==> src/rtl/imem_boot_loader.sv <==
// Boot loader for the instruction memory: turns a UART byte stream into memory writes, then
// gives the memory port to the fetch stage. Define IMEM_LOAD_CHECKSUM_EN for a trailing XOR word.
module imem_boot_loader #(
  parameter int unsigned MEM_WORDS = 16000,
  parameter int unsigned ADDR_W    = 16
) (
  input  logic              clk,
  input  logic              rst_n,
  input  logic              rx_valid,
  input  logic [7:0]        rx_data,
  input  logic              fetch_req,
  input  logic [ADDR_W-1:0] fetch_addr,
  output logic              fetch_valid,
  output logic              mem_we,
  output logic [ADDR_W-1:0] mem_addr,
  output logic [31:0]       mem_wdata,
  output logic              cpu_stall,
  output logic              loaded,
  output logic              load_error,
  output logic [ADDR_W-1:0] words_written
);

  typedef enum logic [2:0] {
    StHdr,
    StLoad,
`ifdef IMEM_LOAD_CHECKSUM_EN
    StChk,
`endif
    StDone,
    StErr
  } state_e;

  state_e            state_q;
  logic [1:0]        byte_cnt_q;
  logic [23:0]       shift_q;
  logic [ADDR_W-1:0] n_q;
  logic [ADDR_W-1:0] word_cnt_q;
  logic [ADDR_W-1:0] addr_q;
  logic [31:0]       wdata_q;
  logic              we_q;
  logic              last_q;
  logic              fv_q;
  logic              stall_q;
  logic              loaded_q;
  logic              err_q;
`ifdef IMEM_LOAD_CHECKSUM_EN
  logic [31:0]       xor_q;
`endif

  logic              byte_in;
  logic              word_done;
  logic [31:0]       word;
  logic [ADDR_W-1:0] word_n;

  always_comb begin
    byte_in = rx_valid && (state_q == StHdr || state_q == StLoad
`ifdef IMEM_LOAD_CHECKSUM_EN
                           || state_q == StChk
`endif
                          );
  end

  assign word_done = byte_in && (byte_cnt_q == 2'd3);
  assign word      = {shift_q, rx_data};
  assign word_n    = word[ADDR_W-1:0];

  // Memory port belongs to the fetch stage only once the program is resident.
  assign mem_addr      = (state_q == StDone) ? fetch_addr : addr_q;
  assign mem_we        = we_q;
  assign mem_wdata     = wdata_q;
  assign fetch_valid   = fv_q;
  assign cpu_stall     = stall_q;
  assign loaded        = loaded_q;
  assign load_error    = err_q;
  assign words_written = word_cnt_q;

  always_ff @(posedge clk or negedge rst_n) begin
    if (!rst_n) begin
      state_q    <= StHdr;
      byte_cnt_q <= 2'd0;
      shift_q    <= 24'd0;
      n_q        <= '0;
      word_cnt_q <= '0;
      addr_q     <= '0;
      wdata_q    <= 32'd0;
      we_q       <= 1'b0;
      last_q     <= 1'b0;
      fv_q       <= 1'b0;
      stall_q    <= 1'b1;
      loaded_q   <= 1'b0;
      err_q      <= 1'b0;
`ifdef IMEM_LOAD_CHECKSUM_EN
      xor_q      <= 32'd0;
`endif
    end else begin
      we_q   <= 1'b0;
      last_q <= 1'b0;
      fv_q   <= (state_q == StDone) && fetch_req;
      if (byte_in) begin
        byte_cnt_q <= byte_cnt_q + 2'd1;
        shift_q    <= {shift_q[15:0], rx_data};
      end
      unique case (state_q)
        StHdr: begin
          if (word_done) begin
            n_q <= word_n;
            if (word_n == '0) begin
`ifdef IMEM_LOAD_CHECKSUM_EN
              state_q <= StChk;
`else
              state_q  <= StDone;
              loaded_q <= 1'b1;
              stall_q  <= 1'b0;
`endif
            end else if (32'(word_n) > MEM_WORDS) begin
              state_q <= StErr;
              err_q   <= 1'b1;
            end else begin
              state_q    <= StLoad;
              word_cnt_q <= '0;
            end
          end
        end
        StLoad: begin
          // last_q marks the cycle in which the write to address N-1 is on the port.
          if (last_q) begin
`ifdef IMEM_LOAD_CHECKSUM_EN
            state_q <= StChk;
`else
            state_q  <= StDone;
            loaded_q <= 1'b1;
            stall_q  <= 1'b0;
`endif
          end
          if (word_done) begin
            we_q       <= 1'b1;
            addr_q     <= word_cnt_q;
            wdata_q    <= word;
            word_cnt_q <= word_cnt_q + ADDR_W'(1);
            last_q     <= (word_cnt_q + ADDR_W'(1)) == n_q;
`ifdef IMEM_LOAD_CHECKSUM_EN
            xor_q      <= xor_q ^ word;
`endif
          end
        end
`ifdef IMEM_LOAD_CHECKSUM_EN
        StChk: begin
          if (word_done) begin
            if (word == xor_q) begin
              state_q  <= StDone;
              loaded_q <= 1'b1;
              stall_q  <= 1'b0;
            end else begin
              state_q <= StErr;
              err_q   <= 1'b1;
            end
          end
        end
`endif
        StDone: ;
        StErr:  ;
        default: state_q <= StErr;
      endcase
    end
  end

endmodule

==> config.mk <==
export PLATFORM = sky130hd
export DESIGN_NAME = imem_boot_loader
export DESIGN_NICKNAME = d
export VERILOG_FILES = /design/src/rtl/imem_boot_loader.sv
export SDC_FILE = /design/constraint.sdc
export NUM_CORES = 1
export LEC_CHECK = 0
export ABC_AREA = 0
export BUFFER_PORTS_ARGS = -buffer_cell sky130_fd_sc_hd__clkbuf_2
export CAP_MARGIN = 20
export CORE_ASPECT_RATIO = 1.4
export CORE_MARGIN = 2
export CORE_UTILIZATION = 25
export CTS_BUF_LIST = sky130_fd_sc_hd__clkbuf_16
export DETAILED_ROUTE_END_ITERATION = 12
export SLEW_MARGIN = 20
export SYNTH_ARGS = -nofsm -noshare
export SYNTH_HDL_FRONTEND = slang
export SYNTH_SLANG_ARGS = --single-unit
export TNS_END_PERCENT = 100
==> constraint.sdc <==
create_clock -name clk -period 2.6 [get_ports clk]
set_input_delay 0.13 -clock clk [delete_from_list [all_inputs] [get_ports clk]]
set_output_delay 0.13 -clock clk [all_outputs]
set_load 0.01 [all_outputs]
==> metrics.txt, run 1 <==
# TYPE chip_impl_metric gauge
chip_impl_metric{name="clock_tree.htree_level_count",unit=""} 4
chip_impl_metric{name="clock_power_share",unit=""} 0.323
chip_impl_info{name="timing.critical_path.to_type",value="flip-flop"} 1
chip_impl_info{name="setup.worst_path.start_class",value="flip-flop"} 1
chip_impl_metric{name="stdcell_area",unit="µm²"} 6720
chip_impl_metric{name="setup_clock_skew_after_layout",unit="ns"} 0.00977
chip_impl_metric{name="post_route_cells_drive_above_1_share",unit=""} 0.271
chip_impl_metric{name="worst-endpoint-required",unit="ns"} 2.94
chip_impl_info{name="gr-max-usage-layer",value="met2"} 1
chip_impl_metric{name="routedWlPerCell",unit="µm"} 15.4
chip_impl_metric{name="core.rowCount",unit=""} 62
chip_impl_metric{name="detailedRoute.firstPassIterationCount",unit=""} 4
chip_impl_metric{name="multi_input_area",unit="µm²"} 2220
chip_impl_metric{name="total_number_of_vias",unit=""} 4223
chip_impl_metric{name="use_met2",unit=""} 0.236
chip_impl_metric{name="timing.hold.worst_path_depth",unit=""} 3
chip_impl_metric{name="cts_post_setup_buffers_inserted",unit=""} 0
chip_impl_metric{name="nNetsFinal",unit=""} 697
chip_impl_metric{name="netlist_instances",unit=""} 561
chip_impl_metric{name="post-route-period-util",unit=""} 0.887
chip_impl_info{name="ys_top_cells_by_area",value="dfrtp_1, nand2_1, mux2_2, a31oi_1, xnor2_1"} 1
chip_impl_info{name="crit-reg2reg-launch",value="words_written[0]"} 1
chip_impl_metric{name="post_synth.cell_area_avg",unit="µm²"} 9.40
chip_impl_info{name="clock-root-buffer",value="clkbuf_16"} 1
chip_impl_metric{name="die_w",unit="µm"} 127
chip_impl_metric{name="switchingPower",unit="mW"} 2.53
chip_impl_metric{name="clkSinkCount",unit=""} 114
chip_impl_metric{name="synth_enable_flop_cells",unit=""} 0
chip_impl_metric{name="power.share.switching",unit=""} 0.342
chip_impl_metric{name="port-buffer-count",unit=""} 96
chip_impl_metric{name="setup_viol_count_final",unit=""} 0
chip_impl_metric{name="use_met3",unit=""} 0.0311
chip_impl_metric{name="signed_area_change_from_the_synthesized_netlist_to_the_final_layout",unit="%"} 27.4
chip_impl_metric{name="synth_top_area_frac",unit=""} 0.536
chip_impl_metric{name="clk_transition_reported_paths",unit="ns"} 0.06
chip_impl_info{name="hold_path_end",value="shift_q[6]"} 1
chip_impl_metric{name="detail_route.iter0.violations",unit=""} 268
chip_impl_metric{name="totalNegativeSetupSlack",unit="ns"} 0
chip_impl_metric{name="design.core.area",unit="µm²"} 20600
chip_impl_metric{name="drt-total-wl",unit="mm"} 14.4
chip_impl_metric{name="drt_drc_violations_left",unit=""} 0
chip_impl_metric{name="synth-async-reset-ratio",unit=""} 1.00
chip_impl_info{name="path_class",value="flip-flop to flip-flop"} 1
chip_impl_info{name="synthDominantAreaCellType",value="dfrtp_1"} 1
chip_impl_metric{name="final.min_clock_period",unit="ns"} 2.31
chip_impl_metric{name="hold_viol",unit=""} 0
chip_impl_metric{name="maxCapViolCount",unit=""} 0
chip_impl_metric{name="grt.overflow.total",unit=""} 0
chip_impl_metric{name="avgViaCountPerCell",unit=""} 4.51
chip_impl_metric{name="seq_area_frac_synth",unit=""} 0.541
chip_impl_metric{name="layout.area.seq",unit="µm²"} 2850
chip_impl_metric{name="fmax",unit="GHz"} 0.433
chip_impl_metric{name="globalRouteMet1Util",unit=""} 0.161
chip_impl_metric{name="initial_utilization",unit=""} 0.256
chip_impl_metric{name="dpl-instance-area",unit="µm²"} 6060
chip_impl_metric{name="netlist_area",unit="µm²"} 5270
chip_impl_metric{name="clk_lat_worst_skew",unit="ns"} 0.41
chip_impl_info{name="grt_setup_unrepaired",value="no"} 1
chip_impl_info{name="hold_class",value="primary input to flip-flop"} 1
chip_impl_metric{name="grtUsageTotal",unit=""} 0.135
chip_impl_info{name="post-synth-top-count-cell",value="nand2_1"} 1
chip_impl_metric{name="number_of_buffers_inserted_during_clock_tree_synthesis",unit=""} 17
chip_impl_info{name="most_used_flip_flop_cell_after_synthesis",value="dfrtp_1"} 1
chip_impl_metric{name="synth_warnings",unit=""} 0
chip_impl_metric{name="comb_power_share",unit=""} 0.283
chip_impl_metric{name="yosysUniqueCellTypes",unit=""} 53
chip_impl_metric{name="first_pass_grt_wire_length",unit="mm"} 23.4
chip_impl_metric{name="cellPowerDensity",unit="nW/µm²"} 1100
chip_impl_metric{name="cp_max_fo",unit=""} 8
chip_impl_metric{name="grt_pass1_vias",unit=""} 4152
chip_impl_metric{name="worst_slew_pin_slew",unit="ns"} 0.659
chip_impl_metric{name="drtAntennaViolNets",unit=""} 0
chip_impl_metric{name="number_of_antenna_violations_at_the_first_check_in_global_routing",unit=""} 1
chip_impl_metric{name="internal_power",unit="mW"} 4.86
chip_impl_metric{name="place.detailed.hpwl",unit="mm"} 10.3
chip_impl_metric{name="sequentialPowerShare",unit=""} 0.394
chip_impl_metric{name="grt_max_degree",unit=""} 56
chip_impl_metric{name="detailedPlace.worstSlack",unit="ns"} 0.313
chip_impl_info{name="status",value="finished, final reports clean"} 1
chip_impl_metric{name="finalMaxSlewViolations",unit=""} 0
chip_impl_metric{name="clock_path_buffers",unit=""} 2
chip_impl_metric{name="worstRegToRegCells",unit=""} 7
chip_impl_metric{name="synthesis.nets",unit=""} 591
chip_impl_metric{name="cp.arrival",unit="ns"} 2.64
chip_impl_metric{name="globalplace.congestion",unit=""} 0.830
chip_impl_metric{name="die-height",unit="µm"} 176
chip_impl_info{name="timing.rr.end",value="last_q"} 1
chip_impl_info{name="synth.top_cells.by_count",value="nand2_1, dfrtp_1, mux2_2"} 1
chip_impl_metric{name="synth.ff_latch_count",unit=""} 114
chip_impl_metric{name="max-slew-margin-rel",unit=""} 0.557
chip_impl_metric{name="nFillCells",unit=""} 2167
chip_impl_metric{name="die-area",unit="µm²"} 22300
chip_impl_metric{name="total_leakage_power",unit="nW"} 3.40
chip_impl_metric{name="io_pins",unit=""} 97
chip_impl_metric{name="final_setup_margin",unit="ns"} 0.293
chip_impl_metric{name="ff2ff_setup_slack",unit="ns"} 0.29
chip_impl_info{name="hold_path.startpoint",value="rx_data[6]"} 1
chip_impl_info{name="cts_tree",value="yes"} 1
chip_impl_metric{name="ir_drop",unit="mV"} 0.532
-- state kept, by name (all words and copies together), names as in the netlist --
name	flops
load_error	1
n_q	16
state_q	2
loaded	1
mem_we	1
words_written	16
cpu_stall	1
mem_wdata	32
addr_q	16
fetch_valid	1
byte_cnt_q	2
shift_q	24
last_q	1
-- logic make-up (layout without fill, tap and decap cells) --
kind of cell	count (synthesis)	count (layout)	share of synthesized area
AND/OR/NAND/NOR	297	297	0.240
adder cells (fa/ha/maj)	2	2	0.00474
AO/OA/AOI/OAI	56	56	0.0721
flip-flops	114	114	0.541
XOR/XNOR	19	19	0.0316
multiplexers	34	34	0.0724
other	0	1	0
buffers and inverters	39	158	0.0377
-- repair_timing --
| item | 4_1_cts | 5_1_grt |
|---|---|---|
| endpoints found under the hold margin | 49 | 0 |
| hold buffers | 5 | 0 |
| resized for setup | 0 | 0 |
-- per-layer routing --
layer | share of wire | vias up
met1 | 0.41 | 2024
met4 | 0.017 | 0
met2 | 0.52 | 103
met5 | 0 | -
met3 | 0.052 | 13
li1 | - | 2083
-- critical path, cell delays in order (launching register included) --
cell and delay (ns):
dfrtp_1 0.35, ha_1 0.27, nand3_1 0.30, nor3_1 0.47
xnor2_1 0.17, o311ai_1 0.15, a2111oi_4 0.31, o2111a_1 0.22
-- cell type report --
cell class	count	area share
Clock inverter	15	0.0266
Antenna cell	1	0.000372
Tap cell	256	0.0477
Multi-Input combinational cell	408	0.331
Timing Repair Buffer	121	0.104
Clock buffer	17	0.0633
Inverter	5	0.00279
Sequential cell	114	0.425
-- worst max path at each step --
stage	from	to	slack, ns	depth (start not counted)
after detailed placement	words_written[0]	last_q	0.31	7
final	words_written[0]	last_q	0.29	7
after global placement	words_written[8]	last_q	0.35	5
after CTS	words_written[0]	last_q	0.29	7
after floorplan	words_written[1]	last_q	0.48	7
after global routing	words_written[8]	last_q	0.007	5
-- per-stage QoR --
| step | total power, mW | cells | hold slack [ns] | util |
|---|---|---|---|---|
| floorplan | 4.22 | 561 | -0.166 | - |
| global placement | 5.03 | 899 | 0.189 | 0.294 |
| detailed placement | 5.08 | 899 | 0.195 | 0.294 |
| CTS | 7.51 | 936 | 0.00115 | 0.325 |
| global route | 7.90 | 937 | 0.0117 | 0.326 |
| finish | 7.39 | 937 | 0.00546 | 0.326 |
-- power by group through the flow --
stage	logic [mW]	clock network, mW	registers (mW)
3_5_place_dp	2.14	0	2.94
5_1_grt	2.38	2.51	3.01
2_1_floorplan	1.32	0	2.89
3_3_place_gp	2.10	0	2.93
6_report	2.09	2.38	2.91
4_1_cts	2.16	2.44	2.92
-- cells in the final DEF (no fill, tap or decap), drive strengths merged, types with 2 or more instances in the layout --
cell	instances
or4	3
dfrtp	113
a2111oi	2
nor2	20
xnor2	12
nor2b	4
mux2	33
o311ai	2
o2111a	2
ha	2
xor2	7
or2	3
bufinv	4
nor3	10
clkbuf	112
a21oi	11
nand3	9
inv	9
nor4	4
nand4	3
clkinv	4
dlygate4sd3	5
a41oi	2
a211oi	3
clkinvlp	3
a31oi	17
buf	21
o21ai	11
nand2b	7
nand2	228
(Power assumes the default switching activity.)
==> run 2, diff against run 1 <==
Settings changed: CELL_PAD_IN_SITES_DETAIL_PLACEMENT set to 1, CELL_PAD_IN_SITES_GLOBAL_PLACEMENT set to 1, PLACE_DENSITY set to 0.54.
==> metrics.txt, run 2 (synthesis results as in run 1) <==
# TYPE chip_impl_metric gauge
chip_impl_metric{name="clk_lat_worst_skew",unit="ns"} 0.41
chip_impl_metric{name="nNetsFinal",unit=""} 695
chip_impl_metric{name="routedWlPerCell",unit="µm"} 17.1
chip_impl_metric{name="final.min_clock_period",unit="ns"} 2.40
chip_impl_info{name="grt_setup_unrepaired",value="no"} 1
chip_impl_metric{name="grt_max_degree",unit=""} 42
chip_impl_info{name="path_class",value="flip-flop to flip-flop"} 1
chip_impl_metric{name="clk_transition_reported_paths",unit="ns"} 0.05
chip_impl_metric{name="place.detailed.hpwl",unit="mm"} 11.6
chip_impl_info{name="cts_tree",value="yes"} 1
chip_impl_metric{name="number_of_antenna_violations_at_the_first_check_in_global_routing",unit=""} 0
chip_impl_metric{name="cp.arrival",unit="ns"} 2.74
chip_impl_metric{name="grt.overflow.total",unit=""} 0
chip_impl_metric{name="largest_register_ffs",unit=""} 32
chip_impl_metric{name="port-buffer-count",unit=""} 96
chip_impl_metric{name="worst-endpoint-required",unit="ns"} 2.94
chip_impl_metric{name="number_of_buffers_inserted_during_clock_tree_synthesis",unit=""} 17
chip_impl_metric{name="clkSinkCount",unit=""} 114
chip_impl_metric{name="drt-total-wl",unit="mm"} 16.0
chip_impl_metric{name="drt_drc_violations_left",unit=""} 0
chip_impl_metric{name="die-height",unit="µm"} 176
chip_impl_metric{name="drtAntennaViolNets",unit=""} 0
chip_impl_metric{name="hold_viol",unit=""} 0
chip_impl_metric{name="core.rowCount",unit=""} 62
chip_impl_info{name="timing.critical_path.to_type",value="flip-flop"} 1
chip_impl_metric{name="detail_route.iter0.violations",unit=""} 161
chip_impl_metric{name="detailedRoute.firstPassIterationCount",unit=""} 4
chip_impl_metric{name="grtUsageTotal",unit=""} 0.152
chip_impl_metric{name="clock_tree.htree_level_count",unit=""} 4
chip_impl_metric{name="first_pass_grt_wire_length",unit="mm"} 25.9
chip_impl_info{name="status",value="finished, final reports clean"} 1
chip_impl_metric{name="avgViaCountPerCell",unit=""} 4.65
chip_impl_metric{name="post-route-period-util",unit=""} 0.922
chip_impl_metric{name="total_number_of_vias",unit=""} 4344
chip_impl_metric{name="total_leakage_power",unit="nW"} 3.41
chip_impl_metric{name="cp_max_fo",unit=""} 11
chip_impl_metric{name="finalMaxSlewViolations",unit=""} 0
chip_impl_info{name="clock-root-buffer",value="clkbuf_16"} 1
chip_impl_metric{name="setup_clock_skew_after_layout",unit="ns"} 0.00940
chip_impl_metric{name="fmax",unit="GHz"} 0.417
chip_impl_info{name="mostFrequentLayoutCells",value="nand2_1, dfrtp_1, clkbuf_2"} 1
chip_impl_info{name="hold_class",value="primary input to flip-flop"} 1
chip_impl_metric{name="cpPeakStageDelay",unit="ns"} 0.59
chip_impl_info{name="mostFrequentLayoutCell",value="nand2_1"} 1
chip_impl_metric{name="ir_drop",unit="mV"} 0.451
chip_impl_metric{name="max-slew-margin-rel",unit=""} 0.603
chip_impl_metric{name="cellPowerDensity",unit="nW/µm²"} 1140
chip_impl_metric{name="clock_path_buffers",unit=""} 2
chip_impl_metric{name="cts_post_setup_buffers_inserted",unit=""} 0
chip_impl_metric{name="totalNegativeSetupSlack",unit="ns"} 0
chip_impl_info{name="setup.worst_path.start_class",value="flip-flop"} 1
chip_impl_metric{name="die-area",unit="µm²"} 22300
chip_impl_metric{name="io_pins",unit=""} 97
chip_impl_metric{name="die_w",unit="µm"} 127
chip_impl_metric{name="worst_slew_pin_slew",unit="ns"} 0.595
chip_impl_metric{name="grt_pass1_vias",unit=""} 4755
chip_impl_metric{name="dpl-instance-area",unit="µm²"} 6030
chip_impl_metric{name="design.core.area",unit="µm²"} 20600
chip_impl_info{name="slowest_stage",value="dfrtp_1"} 1
chip_impl_metric{name="initial_utilization",unit=""} 0.256
chip_impl_metric{name="signed_area_change_from_the_synthesized_netlist_to_the_final_layout",unit="%"} 27.9
chip_impl_metric{name="stdcell_area",unit="µm²"} 6750
chip_impl_metric{name="maxCapViolCount",unit=""} 0
chip_impl_metric{name="n_antenna_cell",unit=""} 0
chip_impl_metric{name="setup_viol_count_final",unit=""} 0
chip_impl_info{name="crit_chain",value="nand4_4, or2_0, or4_4, a2111oi_4, o2111a_1"} 1
chip_impl_metric{name="post_route_cells_drive_above_1_share",unit=""} 0.273
chip_impl_metric{name="globalplace.congestion",unit=""} 0.801
run 2: cell type report:
class / instances / area (µm²)
timing repair buffer: 119 / 668
clock buffer: 17 / 425
clock inverter: 15 / 225
tap: 256 / 320
fill: 2404 / 13900
multi-input combinational: 408 / 2230
inverter: 5 / 18.8
sequential: 114 / 2850
run 2: timing repair:
| item | 4_1_cts | 5_1_grt |
|---|---|---|
| hold buffers | 5 | 0 |
| hold endpoints to repair | 44 | 0 |
| gates resized for setup | 0 | 2 |
| endpoints found under the setup margin | 0 | 1 |
run 2: metrics by stage:
step | utilization | setup WS [ns] | hold slack [ns] | cells | power (mW)
finish | 0.327 | 0.204 | 0.00581 | 934 | 7.66
global route | 0.327 | 0.0260 | 0.00670 | 934 | 8.19
CTS | 0.326 | 0.0602 | 0.000228 | 934 | 7.81
detailed placement | 0.292 | 0.0894 | 0.191 | 897 | 5.14
global placement | 0.292 | 0.234 | 0.185 | 897 | 5.06
floorplan | - | 0.482 | -0.166 | 561 | 4.22
run 2: per-layer routing:
metal,GRT usage,vias up,part of all wire
met5,0,-,0
met4,0.0527,0,0.020
met3,0.0369,17,0.033
met2,0.273,84,0.53
met1,0.175,2176,0.42
li1,-,2067,-
run 2: path summary, 6_finish.rpt:
check                                 start             to  slack, ns  cells past startpoint
setup / recovery           words_written[2]         last_q       0.20                      5
hold / removal                   rx_data[3]     shift_q[3]      0.006                      3
setup reg to reg           words_written[2]         last_q       0.20                      5
hold reg to reg                   cpu_stall      cpu_stall       0.44                      2
max in group asynchronous             rst_n     shift_q[4]       1.57                      3
min in group asynchronous             rst_n  mem_wdata[28]       0.25                      2
run 2: critical path: cells and delay by family, from the launching register on:
| family | cells | cell delay [ns] |
|---|---|---|
| AO/OA/AOI/OAI | 2 | 0.58 |
| AND/OR/NAND/NOR | 3 | 1.14 |
| flip-flops | 1 | 0.59 |
run 2: where the power goes:
group / switching (mW) / internal [mW] / leakage [nW]
clock network: 0.826 / 1.77 / 0.325
registers: 0.581 / 2.38 / 1.48
logic: 1.20 / 0.899 / 1.61
total: 2.61 / 5.05 / 3.41
==> run 3, diff against run 2 <==
Settings changed: PLACE_DENSITY 0.54 to not set, PLACE_DENSITY_LB_ADDON set to 0.1.
==> metrics.txt, run 3 (synthesis results as in run 1) <==
# TYPE chip_impl_metric gauge
chip_impl_metric{name="number_of_antenna_violations_at_the_first_check_in_global_routing",unit=""} 0
chip_impl_metric{name="clk_transition_reported_paths",unit="ns"} 0.06
chip_impl_metric{name="worst_slew_pin_slew",unit="ns"} 0.656
chip_impl_metric{name="globalplace.congestion",unit=""} 0.796
chip_impl_metric{name="grt.overflow.total",unit=""} 0
chip_impl_metric{name="final.min_clock_period",unit="ns"} 2.41
chip_impl_metric{name="first_pass_grt_wire_length",unit="mm"} 27.2
chip_impl_metric{name="avgViaCountPerCell",unit=""} 4.67
chip_impl_metric{name="largest_register_ffs",unit=""} 32
chip_impl_info{name="mostFrequentLayoutCells",value="nand2_1, dfrtp_1, clkbuf_2"} 1
chip_impl_info{name="hold_class",value="primary input to flip-flop"} 1
chip_impl_metric{name="ir_drop",unit="mV"} 0.507
chip_impl_metric{name="finalMaxSlewViolations",unit=""} 0
chip_impl_metric{name="core.rowCount",unit=""} 62
chip_impl_metric{name="routedWlPerCell",unit="µm"} 17.8
chip_impl_metric{name="nNetsFinal",unit=""} 697
chip_impl_metric{name="cts_post_setup_buffers_inserted",unit=""} 0
chip_impl_metric{name="worst-endpoint-required",unit="ns"} 2.94
chip_impl_metric{name="maxCapViolCount",unit=""} 0
chip_impl_metric{name="max-slew-margin-rel",unit=""} 0.563
chip_impl_metric{name="design.core.area",unit="µm²"} 20600
chip_impl_metric{name="timing.hold.worst_path_depth",unit=""} 3
chip_impl_info{name="clock-root-buffer",value="clkbuf_16"} 1
chip_impl_metric{name="worstRegToRegCells",unit=""} 6
chip_impl_info{name="timing.critical_path.to_type",value="flip-flop"} 1
chip_impl_metric{name="clk_lat_worst_skew",unit="ns"} 0.41
chip_impl_metric{name="die_w",unit="µm"} 127
chip_impl_metric{name="detail_route.iter0.violations",unit=""} 138
chip_impl_metric{name="detailedRoute.firstPassIterationCount",unit=""} 6
chip_impl_metric{name="initial_utilization",unit=""} 0.256
chip_impl_metric{name="post-route-period-util",unit=""} 0.925
chip_impl_metric{name="setup_viol_count_final",unit=""} 0
chip_impl_metric{name="drtAntennaViolNets",unit=""} 0
chip_impl_metric{name="die-height",unit="µm"} 176
chip_impl_metric{name="signed_area_change_from_the_synthesized_netlist_to_the_final_layout",unit="%"} 27.4
chip_impl_metric{name="cp_max_fo",unit=""} 7
chip_impl_info{name="status",value="finished, final reports clean"} 1
chip_impl_metric{name="post_route_cells_drive_above_1_share",unit=""} 0.272
chip_impl_metric{name="hold-worst-slack",unit="ns"} 0.0134
chip_impl_metric{name="n_antenna_cell",unit=""} 0
chip_impl_metric{name="cp.arrival",unit="ns"} 2.75
chip_impl_info{name="setup.worst_path.start_class",value="flip-flop"} 1
chip_impl_metric{name="grt_max_degree",unit=""} 45
chip_impl_metric{name="port-buffer-count",unit=""} 96
chip_impl_metric{name="drt-total-wl",unit="mm"} 16.7
chip_impl_metric{name="total_leakage_power",unit="nW"} 3.40
chip_impl_info{name="path_class",value="flip-flop to flip-flop"} 1
chip_impl_metric{name="number_of_buffers_inserted_during_clock_tree_synthesis",unit=""} 17
chip_impl_metric{name="io_pins",unit=""} 97
chip_impl_metric{name="totalNegativeSetupSlack",unit="ns"} 0
chip_impl_metric{name="cellPowerDensity",unit="nW/µm²"} 1110
chip_impl_metric{name="setup_clock_skew_after_layout",unit="ns"} 0.00879
chip_impl_metric{name="clkSinkCount",unit=""} 114
chip_impl_metric{name="hold_viol",unit=""} 0
chip_impl_metric{name="total_number_of_vias",unit=""} 4375
chip_impl_metric{name="die-area",unit="µm²"} 22300
chip_impl_info{name="grt_setup_unrepaired",value="no"} 1
chip_impl_metric{name="place.detailed.hpwl",unit="mm"} 11.9
chip_impl_metric{name="grtUsageTotal",unit=""} 0.158
chip_impl_metric{name="drt_drc_violations_left",unit=""} 0
chip_impl_metric{name="clock_path_buffers",unit=""} 2
chip_impl_metric{name="grt_pass1_vias",unit=""} 4845
chip_impl_metric{name="clock_tree.htree_level_count",unit=""} 4
chip_impl_info{name="mostFrequentLayoutCell",value="nand2_1"} 1
chip_impl_metric{name="fmax",unit="GHz"} 0.416
chip_impl_info{name="cts_tree",value="yes"} 1
==> run 3: worst max-delay path, stage by stage (launching register included) <==
cell	delay (ns)
dfrtp_1	0.47
ha_1	0.32
nand3_1	0.26
nor2_1	0.43
a41oi_1	0.25
a2111oi_4	0.38
o2111a_1	0.23
==> run 3: layout make-up <==
type	count	area [µm²]
Fill cell	2427	13900
Sequential cell	114	2850
Multi-Input combinational cell	408	2230
Timing Repair Buffer	121	696
Clock buffer	17	425
Tap cell	256	320
Clock inverter	15	176
Inverter	5	18.8
==> run 3: per-layer routing <==
layer | GRT usage | vias up | wire [µm]
li1 | - | 2067 | -
met1 | 0.182 | 2206 | 7040
met2 | 0.287 | 82 | 8780
met3 | 0.0314 | 20 | 469
met4 | 0.0577 | 0 | 391
met5 | 0 | - | 0
==> run 3: worst paths after layout <==
path,slack (ns),end,startpoint
setup reg to reg,0.19,last_q,words_written[1]
hold / removal,0.01,mem_wdata[6],rx_data[6]
max in group asynchronous,1.57,cpu_stall,rst_n
min in group asynchronous,0.27,mem_wdata[24],rst_n
setup / recovery,0.19,last_q,words_written[1]
hold reg to reg,0.45,cpu_stall,cpu_stall
==> run 3: per-stage QoR <==
| step | utilization | worst slack, ns | instances | total power [mW] | cell area [µm²] |
|---|---|---|---|---|---|
| after floorplan | - | 0.482 | 561 | 4.22 | 5270 |
| after global placement | 0.294 | 0.312 | 899 | 5.09 | 6060 |
| after detailed placement | 0.294 | 0.195 | 899 | 5.15 | 6060 |
| after CTS | 0.325 | 0.188 | 936 | 7.62 | 6720 |
| after global routing | 0.325 | 0.0215 | 936 | 8.00 | 6720 |
| final | 0.325 | 0.194 | 936 | 7.47 | 6720 |
==> run 3: repair_timing <==
item	CTS	global route
endpoints found under the hold margin	47	0
resized for setup	0	0
hold buffers	5	0
==> run 3: power by group <==
part	internal (mW)	switching, mW
Clock	1.58	0.834
Sequential	2.38	0.592
Combinational	0.900	1.19
